**config.mk**
```make
export PLATFORM = sky130hd
export DESIGN_NAME = sprite_motion_ctrl
export DESIGN_NICKNAME = d
export VERILOG_FILES = /design/src/rtl/sprite_motion_ctrl.sv
export SDC_FILE = /design/constraint.sdc
export NUM_CORES = 1
export LEC_CHECK = 0
export ABC_AREA = 0
export ABC_CLOCK_PERIOD_IN_PS = 3600
export CAP_MARGIN = 20
export CORE_MARGIN = 2
export CORE_UTILIZATION = 59
export DETAILED_ROUTE_END_ITERATION = 8
export GPL_ROUTABILITY_DRIVEN = 1
export PLACE_DENSITY_LB_ADDON = 0.25
export SETUP_SLACK_MARGIN = 0.5
export SLEW_MARGIN = 20
export SYNTH_ARGS = -nofsm -noshare
export SYNTH_HDL_FRONTEND = slang
export SYNTH_SLANG_ARGS = --single-unit
```
**constraint.sdc**
```tcl
create_clock -name clock -period 3.6 [get_ports clock]
set_clock_uncertainty 0.2 [all_clocks]
set_input_delay 0.36 -clock clock [delete_from_list [all_inputs] [get_ports clock]]
set_output_delay 0.36 -clock clock [all_outputs]
set_load 0.01 [all_outputs]
```
**src/rtl/sprite_motion_ctrl.sv**
```systemverilog
// Player sprite controller: frame-paced erase -> update -> redraw sequencer with saturating
// motion, terrain blocking, gravity, bubble push, background scroll, win and overrun flags.
module sprite_motion_ctrl #(
  parameter int X_W       = 8,
  parameter int Y_W       = 7,
  parameter int S_W       = 9,
  parameter int X_INIT    = 80,
  parameter int Y_INIT    = 80,
  parameter int S_INIT    = 280,
  parameter int X_MAX     = 149,
  parameter int Y_MIN     = 40,
  parameter int Y_MAX     = 103,
  parameter int STEP      = 2,
  parameter int GRAV      = 1,
  parameter int TICK_DIV  = 833333,
  parameter int FRAME_DIV = 16,
  parameter int WIN_THR   = 2
) (
  input  logic           clock,
  input  logic           resetn,
  input  logic [3:0]     kb,
  input  logic [3:0]     blk,
  input  logic           push_up,
  input  logic           push_down,
  input  logic [1:0]     push_speed,
  input  logic           draw_done,
  output logic [X_W-1:0] pos_x,
  output logic [Y_W-1:0] pos_y,
  output logic [S_W-1:0] scroll_y,
  output logic           plot,
  output logic           erase,
  output logic           frame_tick,
  output logic           anim,
  output logic           win,
  output logic           overrun
);

  localparam int XE   = X_W + 1;
  localparam int YE   = Y_W + 1;
  localparam int SE   = S_W + 1;
  localparam int TC_W = $clog2(TICK_DIV + 1);
  localparam int FC_W = $clog2(FRAME_DIV + 1);

  typedef enum logic [2:0] {INIT, WAIT, ERASE, UPDATE, DRAW, DONE} state_t;

  state_t          state_reg;
  logic [TC_W-1:0] tick_cnt_reg;
  logic [FC_W-1:0] frame_cnt_reg;
  logic [X_W-1:0]  pos_x_reg, x_next;
  logic [Y_W-1:0]  pos_y_reg, y_next;
  logic [S_W-1:0]  scroll_reg, s_next;
  logic            plot_reg, erase_reg, frame_tick_reg, anim_reg, win_reg, overrun_reg;
  logic            pending_reg;
  logic            tick_wrap, frame_wrap;
  logic            key_u, key_d, key_r, key_l;

  // Saturating helpers: arithmetic is one bit wider than the operand so nothing wraps.
  function automatic logic [Y_W-1:0] y_add(input logic [Y_W-1:0] y, input logic [YE-1:0] d);
    logic [YE-1:0] s;
    s = {1'b0, y} + d;
    return (s > YE'(Y_MAX)) ? Y_W'(Y_MAX) : s[Y_W-1:0];
  endfunction

  function automatic logic [Y_W-1:0] y_sub(input logic [Y_W-1:0] y, input logic [YE-1:0] d);
    return ({1'b0, y} >= d + YE'(Y_MIN)) ? y - d[Y_W-1:0] : Y_W'(Y_MIN);
  endfunction

  function automatic logic [S_W-1:0] s_sub(input logic [S_W-1:0] s, input logic [SE-1:0] d);
    return ({1'b0, s} >= d) ? s - d[S_W-1:0] : '0;
  endfunction

  assign key_u      = ~kb[3];
  assign key_d      = ~kb[2];
  assign key_r      = ~kb[1];
  assign key_l      = ~kb[0];
  assign tick_wrap  = (tick_cnt_reg == TC_W'(TICK_DIV - 1));
  assign frame_wrap = (frame_cnt_reg == FC_W'(FRAME_DIV - 1));

  always_comb begin
    y_next = pos_y_reg;
    s_next = scroll_reg;
    if (push_down && pos_y_reg < Y_W'(Y_MAX)) begin
      y_next = y_add(pos_y_reg, YE'(push_speed));
    end else if (push_up) begin
      if (pos_y_reg > Y_W'(Y_MIN)) y_next = y_sub(pos_y_reg, YE'(push_speed));
      else                          s_next = s_sub(scroll_reg, SE'(push_speed));
    end else if (kb == 4'b1111 && pos_y_reg < Y_W'(Y_MAX) && !blk[2]) begin
      y_next = y_add(pos_y_reg, YE'(GRAV));
    end else if (key_u && !key_d && !blk[3]) begin
      // Near the top line "up" scrolls the world instead of moving the sprite.
      if (pos_y_reg > Y_W'(Y_MIN)) y_next = y_sub(pos_y_reg, YE'(STEP));
      else                          s_next = s_sub(scroll_reg, SE'(STEP));
    end else if (key_d && !key_u && !blk[2]) begin
      y_next = y_add(pos_y_reg, YE'(STEP));
    end
  end

  always_comb begin
    x_next = pos_x_reg;
    if (key_r && !key_l && !blk[1]) begin
      x_next = ({1'b0, pos_x_reg} + XE'(STEP) > XE'(X_MAX)) ? X_W'(X_MAX) : pos_x_reg + X_W'(STEP);
    end else if (key_l && !key_r && !blk[0]) begin
      x_next = ({1'b0, pos_x_reg} >= XE'(STEP)) ? pos_x_reg - X_W'(STEP) : '0;
    end
  end

  always_ff @(posedge clock or negedge resetn) begin
    if (!resetn) begin
      state_reg      <= INIT;
      tick_cnt_reg   <= '0;
      frame_cnt_reg  <= '0;
      pos_x_reg      <= X_W'(X_INIT);
      pos_y_reg      <= Y_W'(Y_INIT);
      scroll_reg     <= S_W'(S_INIT);
      plot_reg       <= 1'b0;
      erase_reg      <= 1'b0;
      frame_tick_reg <= 1'b0;
      anim_reg       <= 1'b0;
      win_reg        <= 1'b0;
      overrun_reg    <= 1'b0;
      pending_reg    <= 1'b0;
    end else begin
      tick_cnt_reg   <= tick_wrap ? '0 : tick_cnt_reg + TC_W'(1);
      if (tick_wrap) frame_cnt_reg <= frame_wrap ? '0 : frame_cnt_reg + FC_W'(1);
      frame_tick_reg <= tick_wrap && frame_wrap;
      if (tick_wrap && frame_wrap) anim_reg <= ~anim_reg;
      if (frame_tick_reg) pending_reg <= 1'b1;
      if (frame_tick_reg && pending_reg) overrun_reg <= 1'b1;

      case (state_reg)
        INIT: begin
          if (plot_reg && draw_done) begin
            state_reg <= WAIT;
            plot_reg  <= 1'b0;
          end else begin
            plot_reg  <= 1'b1;
          end
          erase_reg <= 1'b0;
        end
        WAIT: begin
          if (pending_reg || frame_tick_reg) begin
            state_reg   <= ERASE;
            plot_reg    <= 1'b1;
            erase_reg   <= 1'b1;
            pending_reg <= 1'b0;
          end
        end
        ERASE: begin
          if (plot_reg && draw_done) begin
            state_reg <= UPDATE;
            plot_reg  <= 1'b0;
            erase_reg <= 1'b0;
          end
        end
        UPDATE: begin
          pos_x_reg  <= x_next;
          pos_y_reg  <= y_next;
          scroll_reg <= s_next;
          if (s_next <= S_W'(WIN_THR)) win_reg <= 1'b1;
          state_reg  <= DRAW;
          plot_reg   <= 1'b1;
          erase_reg  <= 1'b0;
        end
        DRAW: begin
          if (plot_reg && draw_done) begin
            state_reg <= win_reg ? DONE : WAIT;
            plot_reg  <= 1'b0;
          end
        end
        DONE: begin
          plot_reg  <= 1'b0;
          erase_reg <= 1'b0;
        end
        default: begin
          state_reg <= INIT;
          plot_reg  <= 1'b0;
          erase_reg <= 1'b0;
        end
      endcase
    end
  end

  assign pos_x      = pos_x_reg;
  assign pos_y      = pos_y_reg;
  assign scroll_y   = scroll_reg;
  assign plot       = plot_reg;
  assign erase      = erase_reg;
  assign frame_tick = frame_tick_reg;
  assign anim       = anim_reg;
  assign win        = win_reg;
  assign overrun    = overrun_reg;

endmodule

```
[Word level (Yosys, flattened, before mapping)]
Cells that the tools add are included.
Storage, ports and cells
  flip-flop bits (word level): 59
  input port bits: 15
  output and inout bits: 30
  logic and storage cells: 129
Cells by class
  add/subtract/negate cells: 13
  magnitude comparators: 12
  eq/ne operators: 15
  mux-type cells: 40
  bitwise logic cells: 7
  reductions and logical operators: 29
Operators with widths (number)
  $mux W7: 12
  $mux W9: 8
  $mux W8: 4
  $gt A8 B7 Y1 const B: 3
  $add A20 B1 Y20 const B: 1
  $eq A20 B20 Y1 const B: 1
  $mux W20: 1
  $pmux W3 S6: 1
  $mux W3: 5
  $logic_and A1 B1 Y1: 14
  $add A8 B2 Y9 const B: 1
  $ge A9 B2 Y1: 1
  $ge A9 B2 Y1 const B: 1
  $gt A9 B8 Y1 const B: 1
  $le A9 B2 Y1 const B: 1
  $sub A9 B2 Y9: 1
  $sub A9 B2 Y9 const B: 1
  $add A7 B1 Y8 const B: 1
  $add A7 B2 Y8: 1
  $add A7 B2 Y8 const B: 1
  $add A8 B2 Y8 const B: 1
  $ge A8 B2 Y1 const B: 1
  $ne A2 B2 Y1 const B: 4
  $sub A8 B2 Y8 const B: 1
  31 further kinds: 49

[Longest topological paths before layout]
Gate-level depths: netlist (run 1).
  word-level depth: 9
  gate-level depth with buffers: 11
  gate-level depth less buffers: 10

[Worst setup path after synthesis (run 1)]
No wires, ideal clock.
  path type: flip-flop to flip-flop
  start: reg pos_y_reg[1], in the netlist pos_y[1]
  end: reg win_reg, in the netlist win
  library setup time: 0.103 ns
  arrival time: 2.499 ns
  required time: 3.297 ns
  path slack: 0.798 ns
  cell stages (with the launch flop): 10
  buffers on the path: 1
  period minus slack after synthesis: 2.802 ns
  cells stage by stage: dfrtp_1 > ha_1 > buf_2 > a211oi_2 > o21ai_1 > nand2_1 > o31ai_1 > a2111oi_2 > nand3_1 > o41ai_2
On the way
  longest elaborated chain between the ends: 8
  elaborated cells between the ends (all ways): 13
  those cells by class: order compare: 3; mux: 6; reduce/logical: 4
Ends and longest elaborated chain
  from (decl): line 50  | logic [Y_W-1:0] pos_y_reg, y_next;
  from (signal assigned): line 113  | pos_y_reg <= Y_W'(Y_INIT);
  from (signal assigned): line 157  | pos_y_reg <= y_next;
  $gt A7 B6 Y1 / $lt A7 B7 Y1 (equally long branches)
  $mux W9 / $logic_and A1 B1 Y1 (equally long branches): line 91, 87
  $mux W9 / $logic_and A1 B1 Y1 (equally long branches): line 89, 87
  $mux W9: line 87  | end else if (kb == 4'b1111 && pos_y_reg < Y_W'(Y_MAX) && !blk[2]) begin
  $mux W9: line 84  | end else if (push_up) begin
  $mux W9 *: line 82  | if (push_down && pos_y_reg < Y_W'(Y_MAX)) begin
  $le A9 B2 Y1 *: line 159  | if (s_next <= S_W'(WIN_THR)) win_reg <= 1'b1;
  $reduce_and A2 Y1 (no source line) *
  to (signal assigned): line 119  | win_reg <= 1'b0;
  to (signal assigned): line 159
  to (decl): line 52  | logic plot_reg, erase_reg, frame_tick_reg, anim_reg, win_reg, overrun_reg;
Mark *: on every way between the ends. The rest lies on a longest branch, timed or not.
A chain may end at the register's enable or synchronous reset.

[Worst setup path in the final report (run 1)]
  start: reg pos_y_reg[3], in the netlist pos_y[3]
  end: reg pos_y_reg[4], in the netlist pos_y[4]
On the way
  longest elaborated chain between the ends: 8
  elaborated cells between the ends (all ways): 31
  those cells by class: add/sub: 5; order compare: 7; eq/ne: 2; mux: 12; reduce/logical: 5
Ends and longest elaborated chain
  $add A7 B2 Y8: line 60  | s = {1'b0, y} + d;
  $gt A8 B7 Y1: line 61  | return (s > YE'(Y_MAX)) ? Y_W'(Y_MAX) : s[Y_W-1:0];
  $mux W7: line 61
  $mux W7: line 93  | end else if (key_d && !key_u && !blk[2]) begin
  $mux W7: line 89  | end else if (key_u && !key_d && !blk[3]) begin
  $mux W7: line 87
  $mux W7: line 84
  $mux W7: line 82
Several ways; a longest one is shown, not always the timed one. The select of a mux whose other input is x is not followed.

==> flow_summary.html, run 1 <==
<table>
<tr><th>Metric</th><th>Value</th></tr>
<tr><th colspan="2">Run status</th></tr>
<tr><td>Result of the run</td><td>finished clean</td></tr>
<tr><th colspan="2">Logic synthesis</th></tr>
<tr><td>Proportion of synthesized chip area in sequential cells</td><td>31.0%</td></tr>
<tr><td>Cell types occupying the most area after synthesis</td><td>dfrtp_1 27%, ha_1 5.0%, nor2_1 4.1%</td></tr>
<tr><td>Area of the mapped netlist</td><td>4790 µm²</td></tr>
<tr><td>Syn Inst Count</td><td>582</td></tr>
<tr><td>Async SR Flop Fraction</td><td>100%</td></tr>
<tr><td>Prevailing post-synth register cell</td><td>dfrtp_1</td></tr>
<tr><td>Mean post-synth cell area</td><td>8.23 µm²</td></tr>
<tr><td>Net count after synthesis</td><td>619</td></tr>
<tr><td>Count of unique library cells instantiated by Yosys</td><td>80</td></tr>
<tr><td>Cell type contributing the most total cell area after synthesis</td><td>dfrtp_1</td></tr>
<tr><td>Area share of the largest cell type after synthesis</td><td>27.2%</td></tr>
<tr><td>Flop and latch count out of synthesis</td><td>59</td></tr>
<tr><td>Number of flops mapped to enable cells by yosys</td><td>0</td></tr>
<tr><td>Synth Warn #</td><td>0</td></tr>
<tr><th colspan="2">Critical path</th></tr>
<tr><td>FF-to-FF End</td><td>pos_y[4]</td></tr>
<tr><td>Worst EP arrival</td><td>3.06 ns</td></tr>
<tr><td>Start-to-end type of the worst setup path</td><td>reg2reg</td></tr>
<tr><td>Critical path required time</td><td>3.64 ns</td></tr>
<tr><td>Worst-path maximum fanout</td><td>22</td></tr>
<tr><td>Worst r2r src</td><td>pos_y[3]</td></tr>
<tr><td>Cell depth of the worst flop-to-flop path</td><td>7</td></tr>
<tr><td>Reg2Reg Setup Slack</td><td>0.58 ns</td></tr>
<tr><td>CP endpoint kind</td><td>register</td></tr>
<tr><td>Crit start category</td><td>register</td></tr>
<tr><th colspan="2">Placed design</th></tr>
<tr><td>Count of port buffers added during placement</td><td>44</td></tr>
<tr><td>Placed cell areas</td><td>5330 µm²</td></tr>
<tr><td>GPL Wtd Cong</td><td>1.01</td></tr>
<tr><td>Final HPWL from detailed placement</td><td>9.68 mm</td></tr>
<tr><td>Post-placement setup slack</td><td>0.413 ns</td></tr>
<tr><td>Post-Place Cells</td><td>711</td></tr>
<tr><th colspan="2">Global route</th></tr>
<tr><td>Initial antenna violation count</td><td>0</td></tr>
<tr><td>Global-route wire length before repair</td><td>22.4 mm</td></tr>
<tr><td>Global-route usage over all layers</td><td>32.1%</td></tr>
<tr><td>Global route overflow</td><td>0</td></tr>
<tr><td>Largest net degree at the start of global routing</td><td>43</td></tr>
<tr><td>Via count of the first global-routing pass</td><td>4609</td></tr>
<tr><th colspan="2">Cells and area</th></tr>
<tr><td>Cell area after layout</td><td>5560 µm²</td></tr>
<tr><td>Number of standard cells in the final layout excluding fillers</td><td>728</td></tr>
<tr><td>Layout area overhead</td><td>16.1%</td></tr>
<tr><td>Leading cell types in the layout, fill and taps excluded</td><td>52 x nor2_1, 52 x dfrtp_1, 50 x nand2_1</td></tr>
<tr><td>Ratio of cells with drive above 1 in the final layout</td><td>10.2%</td></tr>
<tr><td>Nets@finish</td><td>658</td></tr>
<tr><td>Count of antenna diodes in the layout</td><td>0</td></tr>
<tr><td>Flip-flop count of the largest register, all copies and words added</td><td>20</td></tr>
<tr><th colspan="2">Timing</th></tr>
<tr><td>Achievable frequency</td><td>332 MHz</td></tr>
<tr><td>Count of endpoints failing setup in the final report</td><td>0</td></tr>
<tr><td>Setup repair after global routing missed its margin</td><td>true</td></tr>
<tr><td>Total Neg Setup Slack</td><td>0 ns</td></tr>
<tr><td>Number of failing hold endpoints at the final stage</td><td>0</td></tr>
<tr><td>Min setup slack post-route</td><td>0.584 ns</td></tr>
<tr><td>Hold WS</td><td>0.258 ns</td></tr>
<tr><td>Final cycle utilization of the critical path</td><td>83.8%</td></tr>
<tr><td>Worst Tran Pin Value</td><td>0.724 ns</td></tr>
<tr><td>Post-route minimum period</td><td>3.02 ns</td></tr>
<tr><td>Worst slew margin relative to its limit</td><td>51.7%</td></tr>
<tr><td>Count of pins over their slew limit</td><td>0</td></tr>
<tr><th colspan="2">Clock tree</th></tr>
<tr><td># H-tree levels</td><td>3</td></tr>
<tr><td>TritonCTS Sinks</td><td>59</td></tr>
<tr><td>Largest buffer count on any clock path</td><td>2</td></tr>
<tr><td>Clk Latency, worst-skew pair</td><td>0.35 ns</td></tr>
<tr><td>Clock-pin transition on the worst setup and hold timing paths</td><td>0.08 ns</td></tr>
<tr><td>CTS tree</td><td>built</td></tr>
<tr><td>Clock root buffer</td><td>clkbuf_8</td></tr>
<tr><td>Number of buffers added by the clock tree synthesis step</td><td>9</td></tr>
<tr><td>Buffers inserted during post-CTS setup optimization</td><td>0</td></tr>
<tr><th colspan="2">Hold path</th></tr>
<tr><td>Source of the worst hold timing path</td><td>overrun</td></tr>
<tr><td>Hold path cells</td><td>1</td></tr>
<tr><td>Min-Delay Endpoint</td><td>overrun</td></tr>
<tr><td>Hold WC Path Type</td><td>reg2reg</td></tr>
<tr><th colspan="2">Run</th></tr>
<tr><td>Max cap viols</td><td>0</td></tr>
<tr><th colspan="2">Routing</th></tr>
<tr><td>Routed wire per std cell</td><td>18.6 µm</td></tr>
<tr><td>Detailed-route via count</td><td>4841</td></tr>
<tr><td>Average via count per standard cell</td><td>6.65</td></tr>
<tr><td>Residual DRC</td><td>0</td></tr>
<tr><td>Antenna violation net count after detailed routing</td><td>0</td></tr>
<tr><td>DRC violation total after the first TritonRoute iteration</td><td>515</td></tr>
<tr><td>Number of iterations in the first detailed-routing pass</td><td>5</td></tr>
<tr><td>Total wirelength of the detailed-routed design</td><td>13.6 mm</td></tr>
<tr><th colspan="2">Pwr</th></tr>
<tr><td>Power spent charging and discharging nets</td><td>405 µW</td></tr>
<tr><td>Worst IR Drop VDD</td><td>0.187 mV</td></tr>
<tr><td>Fraction of power consumed by combinational cells</td><td>8.7%</td></tr>
<tr><td>Net switching share of the total power</td><td>27.9%</td></tr>
<tr><td>Share of power burned in registers</td><td>46.3%</td></tr>
<tr><td>PwrDens</td><td>261 nW/µm²</td></tr>
<tr><td>Leak pwr</td><td>2.32 nW</td></tr>
<tr><td>Cell-internal power</td><td>1.05 mW</td></tr>
<tr><td>Clock share of power</td><td>45.0%</td></tr>
<tr><th colspan="2">Die</th></tr>
<tr><td>Initial Utilization</td><td>61.3%</td></tr>
<tr><td>Area of the core region</td><td>7810 µm²</td></tr>
<tr><td>Count of pins on the block boundary</td><td>45</td></tr>
<tr><td>Number of placement rows</td><td>32</td></tr>
<tr><td>Die width</td><td>94.1 µm</td></tr>
<tr><td>Floorplan die area</td><td>8850 µm²</td></tr>
<tr><td>Y dimension of the die</td><td>94.1 µm</td></tr>
</table>
power groups by stage:
stage	logic [mW]	clock network [mW]	registers, mW
after floorplan	0.0597	0	0.683
after global placement	0.120	0	0.684
after detailed placement	0.122	0	0.685
after CTS	0.124	0.657	0.672
after global routing	0.138	0.688	0.673
final	0.126	0.654	0.672
how the worst max path moves through the flow:
stage	start	endpoint	slack, ns	cells after the start
after floorplan	pos_y[1]	win	0.80	9
after global placement	kb[2]	win	0.50	8
after detailed placement	push_speed[1]	pos_y[2]	0.41	10
after CTS	scroll_y[1]	win	0.63	9
after global routing	pos_y[1]	pos_y[2]	0.46	9
final	pos_y[3]	pos_y[4]	0.58	7
metal layers:
layer  share of wire [%]  up-vias  track usage, %  routed length [µm]
met5                   0        -               0                   0
met4                 2.1        0            12.1                 291
met3                 8.2       32            6.26                1120
met2                  46      264            50.1                6180
met1                  44     2303            44.2                5980
li1                    -     2242               -                   -
what timing repair did:
item                       in CTS  in global routing
hold endpoints to repair       13                  0
gates resized for setup         0                  4
setup endpoints to repair       0                  3
hold buffers                    1                  0
synthesized netlist by cell type, types with 12 or more instances:
| master | instances |
|---|---|
| nand2_1 | 50 |
| dfrtp_1 | 52 |
| nor2_1 | 52 |
| xor2_1 | 12 |
| nand3_1 | 26 |
| ha_1 | 19 |
| inv_1 | 25 |
| and3_1 | 16 |
| clkbuf_1 | 22 |
| xnor2_1 | 16 |
| a21oi_1 | 36 |
| nor3_1 | 18 |
| o21ai_0 | 36 |
worst max-delay path, stage by stage, from the launching register on:
cell and delay [ns]:
dfrtp_1 0.82, a211oi_2 0.18, o211a_1 0.37, nor4_1 0.62, buf_4 0.24, a32oi_1 0.05, o32a_1 0.32, o311ai_0 0.10
logic make-up (layout without fill, tap and decap cells):
family,Yosys count,after routing,share of synthesized area [%]
buf+inv,63,107,5.54
simple gates,224,224,24.3
flops,59,59,31.0
xor+xnor,28,28,5.12
fa+ha+maj,22,22,6.22
mux,4,4,0.914
compound gates,182,182,26.9
metrics by stage:
stage / power [mW] / utilization (%)
after floorplan: 0.743 / -
after global placement: 0.804 / 68.3
after detailed placement: 0.807 / 68.3
after CTS: 1.45 / 71.0
after global routing: 1.50 / 71.2
final: 1.45 / 71.2
layout make-up:
type                       instances  area, µm²
fill                             620       2250
multi-input combinational        460       3050
timing repair buffer              64        588
clock buffer                       9        124
clock inverter                     7       81.3
inverter                          27        105
tap                              102        128
sequential                        59       1490
Note: power is estimated with default switching activity, not from simulation.
==> inputs of run 2 (changes only) <==
Settings changed: ABC_CLOCK_PERIOD_IN_PS 3600 to 2500, CORE_UTILIZATION 59 to 53.
Clock period 3.6 ns to 2.5 ns, I/O delays scaled along.
==> run 2 against run 1 <==
The flow now finishes with violations (setup timing); via count is 20% higher; clock-buffer cell count is the same; non-clock buffer count up 137; die area up 11%; combinational power up 130%; critical path depth rose by 2; final cell count grew 20%.
==> flow_summary.html, run 2 (synthesized netlist as in run 1, its figures left out) <==
<table>
<tr><th>Metric</th><th>Value</th></tr>
<tr><th colspan="2">Global route</th></tr>
<tr><td>Global route overflow</td><td>0</td></tr>
<tr><td>Via count of the first global-routing pass</td><td>5186</td></tr>
<tr><td>Largest net degree at the start of global routing</td><td>29</td></tr>
<tr><td>Global-route usage over all layers</td><td>33.1%</td></tr>
<tr><td>Global-route wire length before repair</td><td>26.2 mm</td></tr>
<tr><td>Initial antenna violation count</td><td>0</td></tr>
<tr><th colspan="2">Timing</th></tr>
<tr><td>Setup repair after global routing missed its margin</td><td>true</td></tr>
<tr><td>Final cycle utilization of the critical path</td><td>103%</td></tr>
<tr><td>Number of failing hold endpoints at the final stage</td><td>0</td></tr>
<tr><td>Worst slew margin relative to its limit</td><td>69.2%</td></tr>
<tr><td>Post-route minimum period</td><td>2.59 ns</td></tr>
<tr><td>Hold WS</td><td>0.170 ns</td></tr>
<tr><td>Worst Tran Pin Value</td><td>0.459 ns</td></tr>
<tr><td>Count of endpoints failing setup in the final report</td><td>5</td></tr>
<tr><td>Min setup slack post-route</td><td>-0.0864 ns</td></tr>
<tr><td>Achievable frequency</td><td>387 MHz</td></tr>
<tr><td>Count of pins over their slew limit</td><td>0</td></tr>
<tr><th colspan="2">Cells and area</th></tr>
<tr><td>Ratio of cells with drive above 1 in the final layout</td><td>44.3%</td></tr>
<tr><td>Nets@finish</td><td>795</td></tr>
<tr><td>Cell area after layout</td><td>7500 µm²</td></tr>
<tr><td>Most frequent standard cell in the layout excluding fill and tap cells</td><td>buf_4</td></tr>
<tr><td>Count of antenna diodes in the layout</td><td>0</td></tr>
<tr><td>Flip-flop count of the largest register, all copies and words added</td><td>20</td></tr>
<tr><td>Layout area overhead</td><td>56.5%</td></tr>
<tr><td>Leading cell types in the layout, fill and taps excluded</td><td>139 x buf_4, 46 x nand2_1, 44 x nor2_1</td></tr>
<tr><td>Number of standard cells in the final layout excluding fillers</td><td>871</td></tr>
<tr><th colspan="2">Critical path</th></tr>
<tr><td>Total buffers and inverters traversed by the critical path</td><td>2</td></tr>
<tr><td>Worst-path maximum fanout</td><td>7</td></tr>
<tr><td>Worst r2r src</td><td>pos_y[4]</td></tr>
<tr><td>Start-to-end type of the worst setup path</td><td>reg2reg</td></tr>
<tr><td>Critical-path top delay cell</td><td>dfstp_2</td></tr>
<tr><td>CP endpoint kind</td><td>register</td></tr>
<tr><td>Crit start category</td><td>register</td></tr>
<tr><td>Worst EP arrival</td><td>2.64 ns</td></tr>
<tr><td>Largest delay contributor family on the critical path</td><td>compound AO/OA/AOI/OAI gates</td></tr>
<tr><td>Delay contributed by the slowest stage of the critical path</td><td>0.67 ns</td></tr>
<tr><td>Critical path required time</td><td>2.55 ns</td></tr>
<tr><td>CP cell instances</td><td>a211oi_4 -&gt; buf_12 -&gt; o21ai_4 -&gt; nand2_1 -&gt; buf_4 -&gt; a21o_1 -&gt; o21ai_0 -&gt; nor3_1 -&gt; a221oi_2</td></tr>
<tr><td>Launch point of the worst path</td><td>pos_y[4]</td></tr>
<tr><th colspan="2">Placed design</th></tr>
<tr><td>GPL Wtd Cong</td><td>0.949</td></tr>
<tr><td>Final HPWL from detailed placement</td><td>11.6 mm</td></tr>
<tr><td>Post-placement setup slack</td><td>-0.424 ns</td></tr>
<tr><td>Placed cell areas</td><td>6280 µm²</td></tr>
<tr><td>Post-Place Cells</td><td>806</td></tr>
<tr><td>Count of port buffers added during placement</td><td>44</td></tr>
<tr><th colspan="2">Clock tree</th></tr>
<tr><td>Clock-pin transition on the worst setup and hold timing paths</td><td>0.09 ns</td></tr>
<tr><td>Largest buffer count on any clock path</td><td>2</td></tr>
<tr><td>CTS tree</td><td>built</td></tr>
<tr><td>TritonCTS Sinks</td><td>59</td></tr>
<tr><td>Clk Latency, worst-skew pair</td><td>0.35 ns</td></tr>
<tr><td># H-tree levels</td><td>3</td></tr>
<tr><td>Clock root buffer</td><td>clkbuf_8</td></tr>
<tr><td>Number of buffers added by the clock tree synthesis step</td><td>9</td></tr>
<tr><th colspan="2">Die</th></tr>
<tr><td>Number of placement rows</td><td>34</td></tr>
<tr><td>Floorplan die area</td><td>9810 µm²</td></tr>
<tr><td>Area of the core region</td><td>8760 µm²</td></tr>
<tr><td>Count of pins on the block boundary</td><td>45</td></tr>
<tr><td>Y dimension of the die</td><td>99.1 µm</td></tr>
<tr><td>Die width</td><td>99.1 µm</td></tr>
<tr><td>Initial Utilization</td><td>54.7%</td></tr>
<tr><th colspan="2">Routing</th></tr>
<tr><td>Total wirelength of the detailed-routed design</td><td>18.8 mm</td></tr>
<tr><td>Antenna violation net count after detailed routing</td><td>0</td></tr>
<tr><td>Routed wire per std cell</td><td>21.6 µm</td></tr>
<tr><td>DRC violation total after the first TritonRoute iteration</td><td>591</td></tr>
<tr><td>Average via count per standard cell</td><td>6.68</td></tr>
<tr><td>Detailed-route via count</td><td>5815</td></tr>
<tr><td>Number of iterations in the first detailed-routing pass</td><td>6</td></tr>
<tr><td>Residual DRC</td><td>0</td></tr>
<tr><th colspan="2">Run</th></tr>
<tr><td>Max cap viols</td><td>0</td></tr>
<tr><th colspan="2">Pwr</th></tr>
<tr><td>Final total power</td><td>2.23 mW</td></tr>
<tr><td>PwrDens</td><td>297 nW/µm²</td></tr>
<tr><td>Worst IR Drop VDD</td><td>0.267 mV</td></tr>
<tr><td>Leak pwr</td><td>3.16 nW</td></tr>
<tr><th colspan="2">Hold path</th></tr>
<tr><td>Hold WC Path Type</td><td>in2async</td></tr>
<tr><th colspan="2">Run status</th></tr>
<tr><td>Result of the run</td><td>finished, violations left</td></tr>
<tr><td>Failing checks</td><td>setup timing</td></tr>
</table>
run 2: cell type report:
type / count / area (µm²)
fillers: 476 / 1270
well taps: 108 / 135
inverters: 27 / 109
multi-input cells: 460 / 3800
clock inverters: 7 / 82.6
repair buffers: 201 / 1740
clock buffers: 9 / 124
flip-flops and latches: 59 / 1500
run 2: final timing paths:
| path | endpoint | slack [ns] | cells past startpoint |
|---|---|---|---|
| worst min register to register | anim | 0.28 | 1 |
| max in group asynchronous | scroll_y[8] | 1.24 | 3 |
| worst min-delay path | pos_y[1] | 0.17 | 2 |
| min in group clock | anim | 0.28 | 1 |
| worst max-delay path | pos_y[2] | -0.09 | 9 |
| worst max register to register | pos_y[2] | -0.09 | 9 |
run 2: metrics by stage:
step           TNS [ns]  utilization [%]
6_report         -0.264             85.5
5_1_grt          -0.658             85.5
4_1_cts        -0.00493             78.3
3_5_place_dp      -3.72             71.6
3_3_place_gp      -3.11             71.6
2_1_floorplan   -0.0147                -
run 2: worst register-to-register path, stage by stage (launching register included):
cell      delay [ns]
dfstp_2         0.67
a211oi_4        0.08
buf_12          0.14
o21ai_4         0.26
nand2_1         0.12
buf_4           0.17
a21o_1          0.21
o21ai_0         0.28
nor3_1          0.11
a221oi_2        0.25
run 2: where the power goes:
part / total (mW) / switching (mW) / internal [mW]
Sequential: 0.968 / 0.00920 / 0.959
Clock: 0.969 / 0.492 / 0.477
Combinational: 0.292 / 0.158 / 0.134
Total: 2.23 / 0.659 / 1.57
run 2: per-layer routing:
metal | part of all wire, % | global-route usage [%] | wire length [µm] | vias up
li1 | - | - | - | 2521
met4 | 2.8 | 6.85 | 529 | 0
met2 | 49 | 54.2 | 9210 | 375
met1 | 40 | 46.9 | 7510 | 2853
met5 | 0 | 0 | 0 | -
met3 | 8.3 | 5.11 | 1560 | 66
run 2: what timing repair did:
action,in CTS,in global routing
gates cloned,1,0
hold buffers,1,0
pin swaps,49,56
hold endpoints to repair,38,0
setup buffers,21,26
resized for setup,58,109
setup endpoints to repair,35,39
==> inputs of run 3 (changes only) <==
Settings changed: CAP_MARGIN 20 to 10.
==> results of run 3 <==
No change in the layout: final DEF, timing and power equal those of run 2.
